File: config.mk
export PLATFORM = sky130hd
export DESIGN_NAME = regression_monitor
export DESIGN_NICKNAME = d
export VERILOG_FILES = /design/src/rtl/regression_monitor.sv
export SDC_FILE = /design/constraint.sdc
export NUM_CORES = 1
export LEC_CHECK = 0
export BUFFER_PORTS_ARGS = -buffer_cell sky130_fd_sc_hd__buf_2
export CAP_MARGIN = 20
export CORE_UTILIZATION = 52
export DETAILED_ROUTE_END_ITERATION = 8
export PLACE_DENSITY = 0.75
export SLEW_MARGIN = 40
export SYNTH_ARGS = -nofsm -noshare
export SYNTH_HDL_FRONTEND = slang
export SYNTH_SLANG_ARGS = --single-unit
File: constraint.sdc
create_clock -name ph1 -period 3.4 [get_ports ph1]
set_clock_uncertainty 0.2 [all_clocks]
set_input_delay 0.51 -clock ph1 [delete_from_list [all_inputs] [get_ports ph1]]
set_output_delay 0.51 -clock ph1 [all_outputs]
set_load 0.02 [all_outputs]
File: src/rtl/regression_monitor.sv
// rtl/regression_monitor.sv - write-bus snooping end-of-test checker with programmable (address, value) channels
// Optional first-failure capture on fail_chan/fail_data: define REGRESSION_MONITOR_TRACE_EN.
module regression_monitor #(
    parameter int                ADDR_W     = 16,
    parameter int                DATA_W     = 8,
    parameter int                NUM_CHECKS = 4,
    parameter int                CIDX_W     = 2,
    parameter int                CNT_W      = 20,
    parameter int                TIMEOUT    = 100,
    parameter logic [ADDR_W-1:0] DONE_ADDR  = 16'hFFF0
) (
    input  logic                  ph1,
    input  logic                  reset_b,
    input  logic                  cfg_we,
    input  logic [CIDX_W-1:0]     cfg_idx,
    input  logic                  cfg_en,
    input  logic [ADDR_W-1:0]     cfg_addr,
    input  logic [DATA_W-1:0]     cfg_data,
    input  logic                  start,
    input  logic                  abort,
    input  logic [ADDR_W-1:0]     bus_addr,
    input  logic [DATA_W-1:0]     bus_data,
    input  logic                  bus_we,
    output logic                  busy,
    output logic                  done,
    output logic                  pass,
    output logic [NUM_CHECKS-1:0] match_vec,
    output logic [CNT_W-1:0]      cycles,
    output logic [CIDX_W-1:0]     fail_chan,
    output logic [DATA_W-1:0]     fail_data
);
    typedef enum logic [1:0] {IDLE, RUN, EVAL, DONE} state_t;

    state_t                state, state_nx;
    logic [NUM_CHECKS-1:0] ch_en, written;
    logic [ADDR_W-1:0]     ch_addr [NUM_CHECKS];
    logic [DATA_W-1:0]     ch_exp  [NUM_CHECKS];
    logic [DATA_W-1:0]     last    [NUM_CHECKS];
    logic                  aborted, pass_r;
    logic [CNT_W-1:0]      cnt;
    logic                  idle_like, done_wr, timeout_hit, term;

    assign idle_like   = (state == IDLE) || (state == DONE);
    assign done_wr     = bus_we && (bus_addr == DONE_ADDR);
    assign timeout_hit = (cnt == CNT_W'(TIMEOUT - 1));
    assign term        = abort || done_wr || timeout_hit;

    always_ff @(posedge ph1 or negedge reset_b) begin
        if (!reset_b) state <= IDLE;
        else          state <= state_nx;
    end

    always_comb begin
        state_nx = state;
        case (state)
            IDLE, DONE: if (start) state_nx = RUN;
            RUN:        if (term)  state_nx = EVAL;
            EVAL:       state_nx = DONE;
            default:    state_nx = IDLE;
        endcase
    end

    always_comb begin
        match_vec = '0;
        for (int i = 0; i < NUM_CHECKS; i++)
            match_vec[i] = ch_en[i] && written[i] && (last[i] == ch_exp[i]);
    end

    always_ff @(posedge ph1 or negedge reset_b) begin
        if (!reset_b) begin
            for (int i = 0; i < NUM_CHECKS; i++) begin
                ch_addr[i] <= '0;
                ch_exp[i]  <= '0;
                last[i]    <= '0;
            end
            ch_en   <= '0;
            written <= '0;
            cnt     <= '0;
            pass_r  <= 1'b0;
            aborted <= 1'b0;
        end else begin
            case (state)
                IDLE, DONE: begin
                    // cfg_idx values beyond NUM_CHECKS-1 match no entry and are dropped
                    if (cfg_we) begin
                        for (int i = 0; i < NUM_CHECKS; i++) begin
                            if (cfg_idx == CIDX_W'(i)) begin
                                ch_en[i]   <= cfg_en;
                                ch_addr[i] <= cfg_addr;
                                ch_exp[i]  <= cfg_data;
                            end
                        end
                    end
                    if (start) begin
                        for (int i = 0; i < NUM_CHECKS; i++) last[i] <= '0;
                        written <= '0;
                        cnt     <= '0;
                        pass_r  <= 1'b0;
                        aborted <= 1'b0;
                    end
                end
                RUN: begin
                    cnt <= cnt + CNT_W'(1);
                    if (abort) aborted <= 1'b1;
                    if (bus_we) begin
                        for (int i = 0; i < NUM_CHECKS; i++) begin
                            if (ch_en[i] && (ch_addr[i] == bus_addr)) begin
                                last[i]    <= bus_data;
                                written[i] <= 1'b1;
                            end
                        end
                    end
                end
                EVAL: pass_r <= !aborted && (|ch_en) && ((match_vec & ch_en) == ch_en);
                default: ;
            endcase
        end
    end

    assign busy   = (state == RUN) || (state == EVAL);
    assign done   = (state == DONE);
    assign pass   = pass_r;
    assign cycles = cnt;

`ifdef REGRESSION_MONITOR_TRACE_EN
    logic [CIDX_W-1:0] fchan_r, fchan_nx;
    logic [DATA_W-1:0] fdata_r, fdata_nx;

    // Descending scan so the lowest failing index wins; a passing run finds nothing and yields 0
    always_comb begin
        fchan_nx = '0;
        fdata_nx = '0;
        for (int i = NUM_CHECKS - 1; i >= 0; i--) begin
            if (ch_en[i] && !match_vec[i]) begin
                fchan_nx = CIDX_W'(i);
                fdata_nx = last[i];
            end
        end
    end

    always_ff @(posedge ph1 or negedge reset_b) begin
        if (!reset_b) begin
            fchan_r <= '0;
            fdata_r <= '0;
        end else if (idle_like && start) begin
            fchan_r <= '0;
            fdata_r <= '0;
        end else if (state == EVAL) begin
            fchan_r <= fchan_nx;
            fdata_r <= fdata_nx;
        end
    end

    assign fail_chan = fchan_r;
    assign fail_data = fdata_r;
`else
    assign fail_chan = '0;
    assign fail_data = '0;
`endif
endmodule

==> results of run 1 <==
[critical path, delay by kind of cell, from the launching register on]
kind / cells / cell delay, ns
mux: 1 / 0.37
xor+xnor: 1 / 0.17
buf+inv: 1 / 0.08
flops: 1 / 0.41
simple gates: 3 / 0.99
fa+ha+maj: 1 / 0.43
[stage by stage]
stage | cells | hold slack [ns] | setup slack [ns] | cell area, µm²
after floorplan | 730 | 0.0144 | 1.05 | 8140
after detailed placement | 962 | 0.300 | 0.682 | 8660
after global routing | 994 | 0.120 | 0.390 | 9250
after CTS | 994 | 0.122 | 0.667 | 9250
final | 994 | 0.125 | 0.636 | 9250
after global placement | 962 | 0.288 | 0.836 | 8660
[cells in the mapped netlist (all sizes together)]
master	number
o21ai	15
or2b	1
nand2b	1
and4	2
and3	2
xnor2	48
conb	1
o221ai	1
o2bb2ai	1
nand3	21
nor3	13
and2	4
o211ai	64
ha	5
dfrtp	160
nor4b	6
nand3b	1
nor2	20
nor4	28
nand4	20
a31oi	5
clkbuf	35
a32o	1
or2	1
or3	6
a21oi	7
mux2	100
a22o	1
o22ai	1
o21a	1
mux2i	2
inv	17
or4	4
nand2	50
nand4b	1
buf	13
xor2	60
o31ai	2
[final cells by class]
type	instances	area, µm²
Clock buffer	20	437
Sequential cell	160	4000
Fill cell	1250	5950
Multi-Input combinational cell	505	3860
Timing Repair Buffer	93	512
Tap cell	188	235
Inverter	17	63.8
Clock inverter	11	141
[logic make-up (layout without fill, tap and decap cells)]
logic type	count (synthesis)	in the layout	synth area share [%]
flip-flops	160	160	49.4
multiplexers	102	102	14.1
AND/OR/NAND/NOR	181	181	11.8
buffers and inverters	65	141	3.60
adder cells (fa/ha/maj)	5	5	0.772
XOR/XNOR	108	108	11.7
AO/OA/AOI/OAI	99	99	8.60
other	1	10	0.0463
[state kept, by name (all words and copies together), names as in the netlist]
name,flops
aborted,1
ch_addr,64
ch_en,4
ch_exp,32
cycles,20
last,32
pass,1
state,2
written,4
[final timing paths]
check | start | end | slack (ns) | cells past startpoint
min in group asynchronous | reset_b | ch_exp[4] | 0.39 | 2
max in group asynchronous | reset_b | ch_addr[38] | 1.73 | 3
min | cfg_data[5] | ch_exp[29] | 0.13 | 2
max reg2reg | state[0] | cycles[19] | 0.64 | 7
max | state[0] | cycles[19] | 0.64 | 7
min reg2reg | ch_addr[58] | ch_addr[58] | 0.31 | 1
[routing by layer]
| layer | routed length [µm] | up-vias | track usage, % |
|---|---|---|---|
| met5 | 0 | - | 0 |
| met3 | 1370 | 53 | 6.28 |
| li1 | - | 2732 | - |
| met1 | 8710 | 3027 | 35.8 |
| met4 | 697 | 0 | 13.1 |
| met2 | 10100 | 269 | 44.9 |
[report_power, final]
part / total (mW) / internal (mW) / switching, mW
clock network: 1.90 / 1.14 / 0.758
logic: 2.50 / 1.03 / 1.47
registers: 3.10 / 2.58 / 0.524
==> run_results.csv, run 1 <==
group,metric,value,unit
clock_network,cts_resized,0,
clock_network,clockBufferDepth,2,
placed_design,place.port_buffers,83,
global_route,overflow,0,
logic_synthesis,mappedNetlistArea,8100,µm²
outcome,outcome,"finished clean",
logic_synthesis,synth_area_leaders,"dfrtp_1 (49%), mux2_1 (8.2%), xor2_1 (6.5%)",
clock_network,clock-root-buffer,"clkbuf_16",
logic_synthesis,yosysWarnings,0,
clock_network,clock_latency,0.44,ns
setup_path,critPathSlowestCell,"nor4_1",
timing,worstMarginPinSlew,0.627,ns
logic_synthesis,synth_top_cell_by_area,"dfrtp_1",
setup_path,worstPathArrival,2.88,ns
timing,final_max_slew_viol_count,0,
route,wirelength,20900,µm
logic_synthesis,synth_top_area_share,49.4,%
timing,slew_headroom,58.0,%
setup_path,crit_fanout,10,
floorplan,core_area,15200,µm²
power_and_ir_drop,vdd.ir_drop.worst,0.445,mV
placed_design,routabilityCongestion,0.967,
clock_network,postCtsSetupBuffers,0,
logic_synthesis,synthCells,721,
finish,nets,856,
timing,period_share,81.3,%
logic_synthesis,postSynthAreaPerCell,11.2,µm²
finish,final_common_cell,"dfrtp_1",
clock_network,tritoncts,"built",
route,drc,0,
timing,fin_setup_tns,0,ns
timing,rsz0062_at_grt,"false",
hold_path,hp-class,"in -> reg",
setup_path,crit_chain,"inv_1, ha_1, mux2_2, nand4_1, nor4_1, xnor2_1, nor2_1",
route,drt_iter0_markers,620,
finish,utilization,60.9,%
power_and_ir_drop,leakage,3.93,nW
route,post_drt_wl_per_cell,21.0,µm
floorplan,die_w,127,µm
setup_path,cp.required,3.52,ns
route,vias_per_cell,6.12,
route,ant_nets,0,
timing,max_freq,362,MHz
finish,diodes,0,
clock_network,cts_sinks,160,
global_route,grt_pass1_wl,33400,µm
logic_synthesis,synth.yosys.seq_area_share,49.4,%
floorplan,die_h,127,µm
finish,area_growth,14.2,%
global_route,grt_start_max_net_pins,72,
floorplan,fp-row-count,45,
clock_network,htreeDepth,4,
finish,layout-drive-gt1-share,20.6,%
finish,layout_common_cells,"dfrtp_1 (160), buf_2 (82), o211ai_1 (64)",
floorplan,boundaryPins,94,
placed_design,hpwlAfterDp,14900,µm
route,firstDrtPassIters,7,
timing,final_hold_viol_count,0,
timing,setup_violations,0,
logic_synthesis,ys_seq_elements,160,
route,via_count,6081,
clock_network,numCtsBuffers,17,
power_and_ir_drop,powerDensity,811,nW/µm²
global_route,grt_pass1_vias,6134,
global_route,antenna_found_initial,0,
setup_path,setup.worst_path.start_class,"register",
floorplan,initial_core_util,53.3,%
floorplan,die_area,16100,µm²
logic_synthesis,synth_cell_types,44,
global_route,grt_usage,27.8,%
job,max-cap-violations,0,
power_and_ir_drop,power,7.50,mW
setup_path,cp-end-kind,"register",
clock_network,clk_pin_slew,0.06,ns
setup_path,worst-setup-path-type,"reg -> reg",
setup_path,cpPeakStageDelay,0.52,ns
clock_network,cts_hold_buf,1,
timing,fin_crit,2.76,ns
(Power assumes the default switching activity.)
==> run 2, diff against run 1 <==
clock period = 2.6 ns   (was 3.4 ns; I/O delays follow)
==> run_results.csv, run 2 (synthesis gave the netlist of run 1 again) <==
group,metric,value,unit
placed_design,routabilityCongestion,0.958,
clock_network,clockBufferDepth,2,
finish,largestRegisters,"ch_addr (64), ch_exp (32), last (32)",
timing,final_max_slew_viol_count,0,
clock_network,numCtsBuffers,17,
route,wirelength,21100,µm
setup_path,cp-end-kind,"output pin",
finish,layout-drive-gt1-share,22.1,%
floorplan,boundaryPins,94,
clock_network,clock-root-buffer,"clkbuf_16",
route,drc,0,
setup_path,crit_path_end,"match_vec[0]",
global_route,overflow,0,
timing,worstMarginPinSlew,0.536,ns
setup_path,crit_path_start,"last[27]",
power_and_ir_drop,powerDensity,1030,nW/µm²
finish,diodes,0,
floorplan,fp-row-count,45,
finish,area_growth,15.1,%
setup_path,worst-setup-path-type,"reg -> out",
timing,slew_headroom,64.0,%
hold_path,hp-class,"in -> reg",
floorplan,initial_core_util,53.3,%
route,firstDrtPassIters,5,
timing,final_hold_viol_count,0,
global_route,grt_usage,28.0,%
global_route,antenna_found_initial,0,
power_and_ir_drop,leakage,3.97,nW
finish,finalInstanceArea,9330,µm²
route,post_drt_wl_per_cell,21.0,µm
power_and_ir_drop,vdd.ir_drop.worst,0.595,mV
timing,period_share,97.0,%
setup_path,setup.worst_path.start_class,"register",
setup_path,cp.required,2.01,ns
finish,fillers,1218,
placed_design,placed_area,8760,µm²
outcome,outcome,"finished clean",
timing,rsz0062_at_grt,"false",
clock_network,cts_sinks,160,
setup_path,worstPathArrival,1.93,ns
finish,largest_register_ffs,64,
route,drt_iter0_markers,522,
global_route,grt_pass1_vias,6269,
global_route,grt_pass1_wl,33900,µm
floorplan,core_area,15200,µm²
timing,fin_crit,2.52,ns
placed_design,hpwlAfterDp,15000,µm
route,via_count,6174,
finish,final_common_cell,"dfrtp_1",
finish,regMostFlops,"ch_addr",
placed_design,place.port_buffers,83,
finish,nets,865,
global_route,grt_start_max_net_pins,57,
floorplan,die_h,127,µm
timing,whs,0.00706,ns
setup_path,r2r-start,"state[1]",
setup_path,regToRegEndpoint,"cycles[19]",
setup_path,rr_worst_depth,8,
clock_network,clk_pin_slew,0.06,ns
clock_network,htreeDepth,4,
setup_path,r2r_slack,0.30,ns
timing,max_freq,397,MHz
floorplan,die_w,127,µm
route,ant_nets,0,
clock_network,clock_latency,0.44,ns
timing,setup_violations,0,
route,vias_per_cell,6.15,
job,max-cap-violations,0,
floorplan,die_area,16100,µm²
clock_network,tritoncts,"built",
finish,layout_common_cells,"dfrtp_1 (160), buf_2 (82), o211ai_1 (64)",
timing,fin_setup_tns,0,ns
setup_path,crit_fanout,3,
## run 2: routing by layer
layer	wire (µm)	GRT usage (%)
met1	8900	37.1
met2	9870	43.9
met3	1400	5.82
met4	890	13.8
met5	0	0
## run 2: final cells by class
class	instances	area [µm²]	area share [%]
Multi-Input combinational cell	505	3870	41.5
Inverter	17	63.8	0.684
Sequential cell	160	4000	42.9
Clock buffer	21	460	4.94
Timing Repair Buffer	102	629	6.75
Clock inverter	11	66.3	0.711
Tap cell	188	235	2.52
## run 2: report_power, final
group          switching [mW]  leakage, nW  internal (mW)
Combinational            1.93         1.69           1.38
Clock                   0.999        0.258           1.26
Sequential              0.682         2.02           3.37
## run 2: worst max-delay path, stage by stage (launching register included)
cell and delay (ns):
dfrtp_1 0.41, xnor2_1 0.20, nand4_1 0.17, nor4_1 0.44, buf_2 0.26
## run 2: per-stage QoR
step,instances,power [mW],utilization [%],setup slack [ns]
after floorplan,730,6.20,-,0.252
after global placement,969,7.17,57.6,0.156
after detailed placement,969,7.33,57.6,0.0854
after CTS,1002,9.60,61.2,0.105
after global routing,1004,10.1,61.3,0.0226
final,1004,9.62,61.3,0.0792
## run 2: repair_timing
| item | CTS | global route |
|---|---|---|
| endpoints found under the hold margin | 53 | 0 |
| endpoints found under the setup margin | 0 | 8 |
| hold buffers | 1 | 0 |
| gates resized for setup | 0 | 3 |
| setup buffers | 0 | 2 |
## run 2: worst min-delay path by stage
stage | cells past startpoint | startpoint | to
final | 2 | cfg_addr[6] | ch_addr[38]
after global routing | 2 | cfg_addr[6] | ch_addr[6]
after CTS | 2 | cfg_addr[6] | ch_addr[38]
after detailed placement | 1 | reset_b | ch_exp[11]
after global placement | 1 | reset_b | ch_exp[11]
after floorplan | 0 | reset_b | aborted
